### src/rtl/clmul_pkg.sv
// Shared widths, FSM state type and pass count for the sequential 16x16 carry-less multiplier.
// Defining CLMUL_KARATSUBA_EN selects the 3-pass Karatsuba schedule; otherwise 4 schoolbook passes.
package clmul_pkg;

    localparam int DATA_W   = 16;
    localparam int CORE_W   = 8;
    localparam int PROD_W   = 31;
    localparam int CORE_Y_W = 15;

`ifdef CLMUL_KARATSUBA_EN
    localparam int NPASS = 3;
`else
    localparam int NPASS = 4;
`endif

    localparam int PASS_W = 2;

    typedef enum logic [1:0] {
        S_IDLE = 2'd0,
        S_PASS = 2'd1,
        S_DONE = 2'd2
    } state_t;

endpackage

### src/rtl/clmul16_seq_core.sv
// Combinational 8x8 carry-less multiply over GF(2), 15-bit unreduced product.
module clmul8_core
    import clmul_pkg::*;
(
    input  logic [CORE_W-1:0]   a,
    input  logic [CORE_W-1:0]   b,
    output logic [CORE_Y_W-1:0] y
);

    always_comb begin
        y = '0;
        for (int i = 0; i < CORE_W; i++) begin
            if (b[i]) begin
                y = y ^ (CORE_Y_W'(a) << i);
            end
        end
    end

endmodule

### src/rtl/clmul16_seq.sv
// 16x16 carry-less multiplier time-sharing one 8x8 core over NPASS cycles.
// CLMUL_KARATSUBA_EN selects the Karatsuba pass schedule (3 passes) instead of schoolbook (4).
module clmul16_seq
    import clmul_pkg::*;
(
    input  logic              clk,
    input  logic              rst_n,
    input  logic              in_valid,
    output logic              in_ready,
    input  logic [DATA_W-1:0] in_a,
    input  logic [DATA_W-1:0] in_b,
    output logic              out_valid,
    input  logic              out_ready,
    output logic [PROD_W-1:0] out_y,
    output logic              busy
);

    state_t              state_q, state_d;
    logic [PASS_W-1:0]   pass_q;
    logic [DATA_W-1:0]   a_q, b_q;
    logic [PROD_W-1:0]   acc_q;
    logic [CORE_W-1:0]   core_a, core_b;
    logic [CORE_Y_W-1:0] core_y;
    logic [PROD_W-1:0]   y_ext, term;
    logic [CORE_W-1:0]   a_lo, a_hi, b_lo, b_hi;
    logic                accept, last_pass;

    assign a_lo = a_q[CORE_W-1:0];
    assign a_hi = a_q[DATA_W-1:CORE_W];
    assign b_lo = b_q[CORE_W-1:0];
    assign b_hi = b_q[DATA_W-1:CORE_W];

    assign accept    = in_valid && (state_q == S_IDLE);
    assign last_pass = (pass_q == PASS_W'(NPASS - 1));

    always_ff @(posedge clk or negedge rst_n) begin
        if (!rst_n) state_q <= S_IDLE;
        else        state_q <= state_d;
    end

    always_comb begin
        state_d = state_q;
        unique case (state_q)
            S_IDLE:  if (in_valid)  state_d = S_PASS;
            S_PASS:  if (last_pass) state_d = S_DONE;
            S_DONE:  if (out_ready) state_d = S_IDLE;
            default: state_d = S_IDLE;
        endcase
    end

    always_comb begin
        in_ready  = (state_q == S_IDLE);
        out_valid = (state_q == S_DONE);
        busy      = (state_q != S_IDLE);
    end

    // Operand selection and placement of the partial product for the current pass
    always_comb begin
        core_a = '0;
        core_b = '0;
        term   = '0;
`ifdef CLMUL_KARATSUBA_EN
        unique case (pass_q)
            2'd0: begin core_a = a_lo;        core_b = b_lo;        term = y_ext ^ (y_ext << CORE_W); end
            2'd1: begin core_a = a_hi;        core_b = b_hi;        term = (y_ext << CORE_W) ^ (y_ext << (2 * CORE_W)); end
            2'd2: begin core_a = a_lo ^ a_hi; core_b = b_lo ^ b_hi; term = y_ext << CORE_W; end
            default: ;
        endcase
`else
        unique case (pass_q)
            2'd0: begin core_a = a_lo; core_b = b_lo; term = y_ext; end
            2'd1: begin core_a = a_lo; core_b = b_hi; term = y_ext << CORE_W; end
            2'd2: begin core_a = a_hi; core_b = b_lo; term = y_ext << CORE_W; end
            2'd3: begin core_a = a_hi; core_b = b_hi; term = y_ext << (2 * CORE_W); end
            default: ;
        endcase
`endif
    end

    clmul8_core u_core (
        .a (core_a),
        .b (core_b),
        .y (core_y)
    );

    assign y_ext = {{(PROD_W - CORE_Y_W){1'b0}}, core_y};

    always_ff @(posedge clk or negedge rst_n) begin
        if (!rst_n) begin
            a_q    <= '0;
            b_q    <= '0;
            acc_q  <= '0;
            pass_q <= '0;
        end else if (accept) begin
            a_q    <= in_a;
            b_q    <= in_b;
            acc_q  <= '0;
            pass_q <= '0;
        end else if (state_q == S_PASS) begin
            acc_q  <= acc_q ^ term;
            pass_q <= last_pass ? '0 : pass_q + PASS_W'(1);
        end
    end

    assign out_y = acc_q;

endmodule
### config.mk
export PLATFORM = sky130hd
export DESIGN_NAME = clmul16_seq
export DESIGN_NICKNAME = d
export VERILOG_FILES = /design/src/rtl/clmul_pkg.sv /design/src/rtl/clmul16_seq_core.sv /design/src/rtl/clmul16_seq.sv
export SDC_FILE = /design/constraint.sdc
export NUM_CORES = 1
export LEC_CHECK = 0
export ABC_CLOCK_PERIOD_IN_PS = 3500
export CAP_MARGIN = 25
export CORE_ASPECT_RATIO = 2
export CORE_MARGIN = 4
export CORE_UTILIZATION = 45
export DETAILED_ROUTE_END_ITERATION = 10
export GPL_ROUTABILITY_DRIVEN = 1
export MAX_ROUTING_LAYER = met4
export PLACE_DENSITY = 0.7
export SKIP_CTS_REPAIR_TIMING = 1
export SLEW_MARGIN = 20
export SYNTH_ARGS = -nofsm -noshare
export SYNTH_HDL_FRONTEND = slang
export SYNTH_SLANG_ARGS = --single-unit
### constraint.sdc
create_clock -name clk -period 3.5 [get_ports clk]
set_input_delay 0.7 -clock clk [delete_from_list [all_inputs] [get_ports clk]]
set_output_delay 0.7 -clock clk [all_outputs]
set_load 0.03 [all_outputs]
==> flow_summary.json <==
{
  "run_status": "completed",
  "drive_above_1_share": 0.146,
  "synth_top_cells_by_area": "dfrtp_1 (42%), mux2_2 (9.0%), xnor2_1 (6.3%), mux2i_1 (4.7%), a22oi_1 (4.3%)",
  "clk_pin_slew_worst_paths_ps": 50,
  "worstMarginPinSlew_ps": 834,
  "yosysWarnings": 0,
  "post_synth.cell_area_avg_sq_um": 10.3,
  "yosysUniqueCellTypes": 38,
  "layout_commonest_cell": "clkdlybuf4s50_1",
  "place_congestion": 0.909,
  "synthesis.area_sq_mm": 0.00402,
  "row_count": 48,
  "vias_per_cell": 5.70,
  "grt_usage": 0.218,
  "cp_slowest_cell": "or3b_1",
  "vias": 3189,
  "wl_mm": 10.2,
  "place_area_sq_mm": 0.00479,
  "placedCellCount": 544,
  "crit_family": "XOR/XNOR gates",
  "maxCapViolCount": 0,
  "endpoint_kind": "flop",
  "tns_ps": 0,
  "core-area_sq_mm": 0.00865,
  "grt_pass1_wl_mm": 16.8,
  "cts.sinks": 67,
  "routedWlPerCell_microns": 18.3,
  "hold_path.class": "flop to flop",
  "grt_pass1_vias": 3382,
  "h-tree-depth": 3,
  "finalMaxSlewViolations": 0,
  "timing.final.crit_period_ps": 3100,
  "grt_max_degree": 68,
  "antenna_found_initial": 0,
  "period_share": 0.887,
  "worst_path_largest_cell_delay_ps": 590,
  "areaGrowthSynthToFinish_pct": 26.2,
  "slew_headroom": 0.444,
  "synth_edf_count": 0,
  "hpwl_mm": 7.90,
  "drt_iter0_drc": 129,
  "fin_hold_ws_ps": 475,
  "nets": 496,
  "cts_tree": "yes",
  "yosysTopAreaCellShare": 0.417,
  "synthCells": 390,
  "root_buffer": "clkbuf_16",
  "io_buffers": 69,
  "die_y_microns": 142,
  "start_util": 0.464,
  "die-width_microns": 74.8,
  "cts_inserted_buffers": 9,
  "critPathMaxFanout": 16,
  "finalSetupViolations": 0,
  "critPathKind": "flop to flop",
  "required_ps": 3760,
  "path_buf_inv": 1,
  "num_antenna_cells": 0,
  "ant_nets": 0,
  "die_area_sq_mm": 0.0106,
  "drtPass1Iterations": 4,
  "ys.flop_type": "dfrtp_1",
  "seq_area_frac_synth": 0.417,
  "startpoint_type": "flop",
  "drcViolationCount": 0,
  "arrival_ps": 3360,
  "cts_buffer_depth": 2,
  "async_reset_ff_frac": 1.00,
  "final_cell_mix": "clkdlybuf4s50_1 (68), dfrtp_1 (67), nand2_1 (35)",
  "fmax_ghz": 0.322,
  "crit_chain": "inv_1 > ha_1 > or3b_1 > a22oi_2 > xor2_1 > xnor3_1 > xnor3_2 > nand2_1 > mux2i_1",
  "grt_overflow": 0,
  "rsz0062_at_grt": "false",
  "finalHoldViolations": 0,
  "stdcell_area_sq_mm": 0.00507,
  "io_pins": 70,
  "clock_skew_ps": 5.27,
  "ys_ff_latch": 67,
  "syn_nets": 430,
  "synth_top_cell_by_area": "dfrtp_1",
  "worstSkewPairLatency_ps": 340,
  "fin_cells": 559
}
[cells by family (layout without fill, tap and decap cells)]
logic type      after synthesis  in the layout  share of synthesized area
simple gates                104            104                      0.130
compound gates               94             94                      0.158
flops                        67             67                      0.417
mux                          51             51                      0.137
xor+xnor                     44             44                      0.115
buf+inv                      26             95                     0.0305
fa+ha+maj                     4              4                     0.0125
[sequential cells by signal, summed over array words and instances (netlist names)]
name	cells
pass_q	2
out_y	31
a_q	16
state_q	2
b_q	16
[through the flow]
step / setup slack [ps] / utilization
after global routing: 162 / 0.586
after detailed placement: 242 / 0.554
after floorplan: 903 / -
after CTS: 247 / 0.584
final: 396 / 0.586
after global placement: 368 / 0.554
[cells in the mapped netlist (11+ instances only)]
cell type	instances
or3b_1	16
a22oi_1	23
clkbuf_1	11
and2_1	12
mux2_2	32
a21oi_1	16
o21ai_0	13
dfrtp_1	67
nand2_1	36
nor2_1	32
xnor2_1	29
mux2i_1	19
[path summary, 6_finish.rpt]
kind                                       start                    end  slack (ps)  depth (start not counted)
max                        pass_q[0]$_DFFE_PN0P_  out_y[23]$_DFFE_PN0P_         400                          9
min                         out_y[7]$_DFFE_PN0P_   out_y[7]$_DFFE_PN0P_         470                          1
max reg2reg                pass_q[0]$_DFFE_PN0P_  out_y[23]$_DFFE_PN0P_         400                          9
min reg2reg                 out_y[7]$_DFFE_PN0P_   out_y[7]$_DFFE_PN0P_         470                          1
max in group asynchronous                  rst_n   out_y[5]$_DFFE_PN0P_        2410                          2
min in group asynchronous                  rst_n  out_y[14]$_DFFE_PN0P_         550                          2
[cell type report]
class | instances | area (sq um)
clock inverter | 3 | 15.0
sequential | 67 | 1680
clock buffer | 11 | 253
fill | 760 | 3580
tap | 100 | 125
inverter | 4 | 15.0
multi-input combinational | 297 | 2220
timing repair buffer | 77 | 766
[layer usage]
metal	vias up	routed length, microns	track usage	part of all wire
met4	0	391	0.101	0.038
met3	28	345	0.0482	0.034
li1	1532	-	-	-
met1	1552	3770	0.226	0.37
met2	77	5730	0.378	0.56
met5	-	0	-	0
Power is not shown: default switching activity piles up to over one toggle a cycle in this logic, so the estimate is an artifact.
